===== src/rtl/dwidth_pkg.sv =====
// +---------------------------------------------------------------------------+
// | Module      : dwidth_pkg                                                  |
// | Description : Shared FSM encodings and byte-enable slice helper for the   |
// |               BRAM data-width upsizer.                                    |
// | Revision    : 1.0 - initial release                                       |
// +---------------------------------------------------------------------------+
`default_nettype none

package dwidth_pkg;

  typedef enum logic [1:0] {
    IDLE  = 2'd0,
    WRITE = 2'd1,
    READ  = 2'd2,
    RESP  = 2'd3
  } upsizer_state_e;

  typedef enum logic {
    ISSUE   = 1'b0,
    CAPTURE = 1'b1
  } rd_phase_e;

  // Widest byte-enable vector the helper handles (512-bit wide words)
  localparam int unsigned MAX_BE_W = 64;

  // Returns byte-enable slice k (nbe bits each), right-aligned and zero-padded
  function automatic logic [MAX_BE_W-1:0] beat_slice_be(input logic [MAX_BE_W-1:0] be,
                                                        input int unsigned        k,
                                                        input int unsigned        nbe);
    logic [MAX_BE_W-1:0] mask;
    mask = {MAX_BE_W{1'b1}} >> (MAX_BE_W - nbe);
    return (be >> (k * nbe)) & mask;
  endfunction

endpackage

`default_nettype wire


===== src/rtl/bram_dwidth_upsizer.sv =====
// +---------------------------------------------------------------------------+
// | Module      : bram_dwidth_upsizer                                         |
// | Description : Serialises wide read/write requests into RATIO narrow BRAM  |
// |               beats and gathers read beats into one wide response.        |
// |               BRAM_UPSIZER_RD_PIPELINE_EN overlaps read issue/capture.    |
// | Revision    : 1.0 - initial release                                       |
// +---------------------------------------------------------------------------+
`default_nettype none

module bram_dwidth_upsizer
  import dwidth_pkg::*;
#(
  parameter int unsigned NARROW_WIDTH = 32,
  parameter int unsigned WIDE_WIDTH   = 128,
  parameter int unsigned RATIO        = WIDE_WIDTH / NARROW_WIDTH,
  parameter int unsigned DEPTH        = 32,
  parameter int unsigned WADDR_W      = $clog2(DEPTH),
  parameter int unsigned NADDR_W      = WADDR_W + $clog2(RATIO)
) (
  input  logic                      clk_i,
  input  logic                      rst_ni,
  input  logic                      req_valid_i,
  output logic                      req_ready_o,
  input  logic                      req_we_i,
  input  logic [WADDR_W-1:0]        req_addr_i,
  input  logic [WIDE_WIDTH-1:0]     req_wdata_i,
  input  logic [WIDE_WIDTH/8-1:0]   req_be_i,
  output logic                      rsp_valid_o,
  input  logic                      rsp_ready_i,
  output logic [WIDE_WIDTH-1:0]     rsp_rdata_o,
  output logic                      mem_en_o,
  output logic                      mem_we_o,
  output logic [NADDR_W-1:0]        mem_addr_o,
  output logic [NARROW_WIDTH-1:0]   mem_wdata_o,
  output logic [NARROW_WIDTH/8-1:0] mem_be_o,
  input  logic [NARROW_WIDTH-1:0]   mem_rdata_i,
  output logic                      busy_o
);

  localparam int unsigned BEAT_W = $clog2(RATIO);
  localparam int unsigned NBE    = NARROW_WIDTH / 8;
  localparam int unsigned WBE    = WIDE_WIDTH / 8;
  localparam logic [BEAT_W-1:0] LAST_BEAT = BEAT_W'(RATIO - 1);

  upsizer_state_e            r_state, w_state_nxt;
  logic [BEAT_W-1:0]         r_beat, w_beat_nxt;
  logic [WADDR_W-1:0]        r_addr;
  logic [WIDE_WIDTH-1:0]     r_wdata;
  logic [WIDE_WIDTH-1:0]     r_rdata;
  logic [WBE-1:0]            r_be;
  logic                      w_accept;
  logic                      w_capture;
  logic [BEAT_W-1:0]         w_cap_idx;
  logic [MAX_BE_W-1:0]       w_be_ext;
  logic [MAX_BE_W-1:0]       w_be_slice;
  logic                      w_be_any;

`ifdef BRAM_UPSIZER_RD_PIPELINE_EN
  logic                      r_pend, w_pend_nxt;
  logic                      r_issue_done, w_issue_done_nxt;
  logic [BEAT_W-1:0]         r_cap_idx;
`else
  rd_phase_e                 r_phase, w_phase_nxt;
`endif

  always_comb begin
    w_be_ext            = '0;
    w_be_ext[WBE-1:0]   = r_be;
    w_be_slice          = beat_slice_be(w_be_ext, 32'(r_beat), NBE);
    w_be_any            = |w_be_slice;
  end

  always_comb begin
    w_state_nxt = r_state;
    w_beat_nxt  = r_beat;
    w_accept    = 1'b0;
    w_capture   = 1'b0;
    w_cap_idx   = r_beat;
    req_ready_o = 1'b0;
    rsp_valid_o = 1'b0;
    mem_en_o    = 1'b0;
    mem_we_o    = 1'b0;
    mem_addr_o  = '0;
    mem_wdata_o = '0;
    mem_be_o    = '0;
`ifdef BRAM_UPSIZER_RD_PIPELINE_EN
    w_pend_nxt       = 1'b0;
    w_issue_done_nxt = r_issue_done;
`else
    w_phase_nxt      = r_phase;
`endif

    case (r_state)
      IDLE: begin
        req_ready_o = 1'b1;
        if (req_valid_i) begin
          w_accept    = 1'b1;
          w_beat_nxt  = '0;
          w_state_nxt = req_we_i ? WRITE : READ;
`ifdef BRAM_UPSIZER_RD_PIPELINE_EN
          w_issue_done_nxt = 1'b0;
`else
          w_phase_nxt      = ISSUE;
`endif
        end
      end

      WRITE: begin
        // All-zero enable slices still consume their beat slot
        if (w_be_any) begin
          mem_en_o    = 1'b1;
          mem_we_o    = 1'b1;
          mem_addr_o  = {r_addr, r_beat};
          mem_wdata_o = r_wdata[32'(r_beat) * NARROW_WIDTH +: NARROW_WIDTH];
          mem_be_o    = w_be_slice[NBE-1:0];
        end
        if (r_beat == LAST_BEAT) begin
          w_beat_nxt  = '0;
          w_state_nxt = RESP;
        end else begin
          w_beat_nxt  = r_beat + 1'b1;
        end
      end

      READ: begin
`ifdef BRAM_UPSIZER_RD_PIPELINE_EN
        if (!r_issue_done) begin
          mem_en_o   = 1'b1;
          mem_addr_o = {r_addr, r_beat};
          w_pend_nxt = 1'b1;
          if (r_beat == LAST_BEAT) w_issue_done_nxt = 1'b1;
          else                     w_beat_nxt       = r_beat + 1'b1;
        end
        if (r_pend) begin
          w_capture = 1'b1;
          w_cap_idx = r_cap_idx;
        end
        // Drain cycle: last beat captured, nothing left to issue
        if (r_issue_done && r_pend) begin
          w_beat_nxt  = '0;
          w_state_nxt = RESP;
        end
`else
        if (r_phase == ISSUE) begin
          mem_en_o    = 1'b1;
          mem_addr_o  = {r_addr, r_beat};
          w_phase_nxt = CAPTURE;
        end else begin
          w_capture   = 1'b1;
          w_phase_nxt = ISSUE;
          if (r_beat == LAST_BEAT) begin
            w_beat_nxt  = '0;
            w_state_nxt = RESP;
          end else begin
            w_beat_nxt  = r_beat + 1'b1;
          end
        end
`endif
      end

      RESP: begin
        rsp_valid_o = 1'b1;
        if (rsp_ready_i) w_state_nxt = IDLE;
      end

      default: w_state_nxt = IDLE;
    endcase
  end

  always_ff @(posedge clk_i or negedge rst_ni) begin
    if (!rst_ni) begin
      r_state      <= IDLE;
      r_beat       <= '0;
`ifdef BRAM_UPSIZER_RD_PIPELINE_EN
      r_pend       <= 1'b0;
      r_issue_done <= 1'b0;
      r_cap_idx    <= '0;
`else
      r_phase      <= ISSUE;
`endif
    end else begin
      r_state      <= w_state_nxt;
      r_beat       <= w_beat_nxt;
`ifdef BRAM_UPSIZER_RD_PIPELINE_EN
      r_pend       <= w_pend_nxt;
      r_issue_done <= w_issue_done_nxt;
      r_cap_idx    <= r_beat;
`else
      r_phase      <= w_phase_nxt;
`endif
    end
  end

  always_ff @(posedge clk_i or negedge rst_ni) begin
    if (!rst_ni) begin
      r_addr  <= '0;
      r_wdata <= '0;
      r_be    <= '0;
      r_rdata <= '0;
    end else begin
      if (w_accept) begin
        r_addr  <= req_addr_i;
        r_wdata <= req_wdata_i;
        r_be    <= req_be_i;
        r_rdata <= '0;
      end
      if (w_capture) begin
        r_rdata[32'(w_cap_idx) * NARROW_WIDTH +: NARROW_WIDTH] <= mem_rdata_i;
      end
    end
  end

  assign rsp_rdata_o = r_rdata;
  assign busy_o      = (r_state != IDLE);

endmodule

`default_nettype wire

===== config.mk =====
export PLATFORM = sky130hd
export DESIGN_NAME = bram_dwidth_upsizer
export DESIGN_NICKNAME = d
export VERILOG_FILES = /design/src/rtl/dwidth_pkg.sv /design/src/rtl/bram_dwidth_upsizer.sv
export SDC_FILE = /design/constraint.sdc
export NUM_CORES = 1
export LEC_CHECK = 0
export ABC_AREA = 1
export BUFFER_PORTS_ARGS = -buffer_cell sky130_fd_sc_hd__buf_2
export CAP_MARGIN = 15
export CORE_MARGIN = 2
export CORE_UTILIZATION = 40
export CTS_CLUSTER_DIAMETER = 60
export CTS_CLUSTER_SIZE = 14
export DETAILED_ROUTE_END_ITERATION = 10
export SLEW_MARGIN = 20
export SYNTH_ARGS = -nofsm -noshare
export SYNTH_HDL_FRONTEND = slang
export SYNTH_SLANG_ARGS = --single-unit
export TNS_END_PERCENT = 50

===== constraint.sdc =====
create_clock -name clk_i -period 2.7 [get_ports clk_i]
set_input_delay 0.27 -clock clk_i [delete_from_list [all_inputs] [get_ports clk_i]]
set_output_delay 0.27 -clock clk_i [all_outputs]
set_load 0.005 [all_outputs]

==> impl_metrics.toml <==
[status]
status = "complete, no violations"

[min_path]
worst_hold_path.endpoint = "rsp_rdata_o[26]"
hold_depth = 3
min_from = "mem_rdata_i[26]"
hp-class = "in -> reg"

[global_route]
antenna_found_initial = 3
grt_pass1_wl_mm = 64.4
grt-ovfl-total = 0
grt.total_usage_pct = 24.1
grt_max_degree = 101
grt_pass1_vias = 11700

[detailed_routing]
via_count = 11300
first_pass_iters = 7
routedWlPerCell_um = 18.9
viasPerCell = 5.27
drcViolationCount = 0
drt_wl_total_mm = 40.6
drtAntennaViolNets = 0
first_iter_violations = 746

[logic_synthesis]
yosys_warnings = 0
yosys.area_share.adder_pct = 1.18
avgSynthCellArea_sq_um = 10.4
yosysSeqAreaShare_pct = 55.5
synth_xor_area_share_pct = 0
synth-simple-area-share_pct = 14.9
muxShareOfSynthArea_pct = 13.2
syn_inst = 1227
synth_edf_count = 0
synthesis.nets = 1425
synth_top_family_by_area = "simple AND/OR/NAND/NOR gates"
synth_ff_type = "dfrtp_1"
synth.distinct_cells = 28
syn_area_sq_mm = 0.0127
synth_compound_area_share_pct = 10.6
async_reset_ff_share_pct = 100
ys_ff_latch = 282

[setup_path]
critical_path_required_ns = 2.43
path_max_fanout = 19
path_class = "reg -> out"
r2r-start = "r_state[0]"
worst-path-buf-inv = 4
arrival_ns = 2.28
cp_common_cell = "buf_4"
r2r-end = "rsp_rdata_o[105]"
worst_path_max_delay_cell = "dfrtp_4"
crit_path_cell_trace = "buf_4 > buf_4 > buf_4 > nor2_1 > nor2_1 > o21ai_0 > a21oi_4 > buf_2"
crit_family = "buffers and inverters"
start_kind = "flip-flop"
cp-end-kind = "primary output"
r2r_slack_ns = 0.51
worstRegToRegCells = 6
slowest_delay_ns = 0.51

[timing]
min_period_over_period_pct = 94.4
fmax_mhz = 392
fin_crit_ns = 2.55
slew-limit-headroom_pct = 59.8
rsz0062_at_grt = "no"
worstMarginPinSlew_ns = 0.603
setup-tns-final_ns = 0
slew_viol_final = 0
setup_viol = 0
hold_viol = 0
finClkSkew_ns = 0.0134
fin_ws_ns = 0.152

[pwr]
p_int_w = 0.0107
clockPowerShare_pct = 24.8
power_w = 0.0170
p_seq_share_pct = 36.3
power_leakage_nw = 8.36
irDropWorstVdd_mv = 0.638
power_density_mw_per_mm2 = 960
p_sw_share_pct = 36.9
power_switching_w = 0.00630
comb_power_share_pct = 39.0

[floorplan]
rows = 65
start_util_pct = 40.5
ios = 362
die_x_um = 182
die_area_sq_mm = 0.0332
core_area_sq_mm = 0.0314
die_h_um = 182

[placed_design]
place_congestion = 0.851
io_buffers = 361
dp.cells = 1917
place_ws_ns = 0.346
dpl.hpwl_mm = 25.0

[final_layout]
regArea_sq_mm = 0.00706
multi_input_area_sq_mm = 0.00518
final_common_cell = "buf_2"
final_cell_mix = "buf_2 (360), dfrtp_1 (280), dlygate4sd3_1 (172), o21ai_0 (160), mux2_2 (149)"
fill_cells = 2732
nNetsFinal = 1928
drive_above_1_share_pct = 36.8
syn_to_final_growth_pct = 39.7
final_cell_count_no_fill = 2152

[clock_network]
clk_latency_ns = 0.56
clkTransAtPathRegs_ns = 0.07
cts_sinks = 282
clock_path_buffers = 3
cts_tree = "built"
ctsHtreeMaxLevel = 1
root_buffer = "clkbuf_16"
cts_made_buffers = 30

[job]
cap_violations = 0
## power by group through the flow
stage | logic [W] | clock network, W | registers [W]
after floorplan | 0.00440 | 0 | 0.00599
after global placement | 0.00598 | 0 | 0.00621
after detailed placement | 0.00604 | 0 | 0.00626
after CTS | 0.00642 | 0.00431 | 0.00619
after global routing | 0.00731 | 0.00449 | 0.00632
final | 0.00664 | 0.00422 | 0.00618
## cells in the mapped netlist, types with 3 or more instances
library cell / number / share of area, %
dfrtp_1: 282 / 56
a21oi_2: 29 / 2.0
nor2_2: 3 / 0.15
a21oi_1: 11 / 0.43
buf_1: 12 / 0.35
nand2_1: 127 / 3.8
nand3_1: 122 / 4.8
o21ai_1: 7 / 0.28
buf_8: 3 / 0.35
clkbuf_1: 33 / 0.97
nor2_1: 136 / 4.0
inv_1: 13 / 0.38
mux2_2: 149 / 13
inv_2: 3 / 0.089
nand4_1: 32 / 1.6
buf_6: 5 / 0.44
o21ai_0: 160 / 6.3
buf_2: 46 / 1.8
o22ai_1: 32 / 1.6
ha_1: 12 / 1.2
## kinds of logic (layout without fill, tap and decap cells)
group	after synthesis	after routing
AO/OA/AOI/OAI	240	240
AND/OR/NAND/NOR	426	428
other	0	2
buffers and inverters	118	637
flip-flops	282	282
multiplexers	149	149
adder cells (fa/ha/maj)	12	12
## tightest hold or removal path: cells and delay by family
kind            cells  cell delay [ns]
simple gates        1             0.07
compound gates      1             0.08
buf+inv             1             0.12
## through the flow
step                utilization, %  area [sq um]  hold slack [ns]
finish                        56.6         17800           0.0248
global route                  56.6         17800           0.0100
CTS                           56.2         17600         0.000473
detailed placement            47.4         14900            0.268
global placement              47.4         14900            0.273
floorplan                        -         12700          -0.0256
## state kept, by name, summed over array words and instances, names as in the netlist
signal and count:
r_wdata 128, r_addr 5, r_phase 1, r_be 16
r_beat 2, r_state 2, rsp_rdata_o 128
## layer usage
| metal | vias up | global-route usage [%] | share of wire [%] |
|---|---|---|---|
| met3 | 73 | 4.69 | 7.1 |
| li1 | 5262 | - | - |
| met2 | 452 | 40.0 | 47 |
| met4 | 2 | 6.87 | 2.6 |
| met5 | - | 0 | 0.032 |
| met1 | 5558 | 32.3 | 43 |
## worst max path at each step
stage | slack [ns] | cells after the start | from | endpoint
after CTS | 0.004 | 6 | r_beat[1] | mem_wdata_o[26]
final | 0.15 | 8 | r_beat[0] | mem_wdata_o[7]
after global placement | 0.32 | 10 | r_beat[0] | mem_wdata_o[10]
after global routing | 0.002 | 10 | r_beat[0] | mem_we_o
after floorplan | 0.70 | 8 | r_beat[1] | rsp_rdata_o[10]
after detailed placement | 0.35 | 9 | r_beat[1] | mem_wdata_o[15]
## layout make-up
cell class | count | share of cell area, %
multi-input cells | 829 | 29.2
flip-flops and latches | 282 | 39.8
clock inverters | 16 | 1.09
inverters | 18 | 0.444
diodes | 2 | 0.0282
well taps | 402 | 2.83
repair buffers | 569 | 22.2
clock buffers | 34 | 4.49
## timing repair
action / 4_1_cts / 5_1_grt
hold endpoints to repair: 236 / 0
gates cloned: 1 / 1
resized for setup: 8 / 7
endpoints found under the setup margin: 34 / 37
setup buffers: 1 / 8
hold buffers: 172 / 0
No activity file was read; power rests on OpenSTA's default activity.
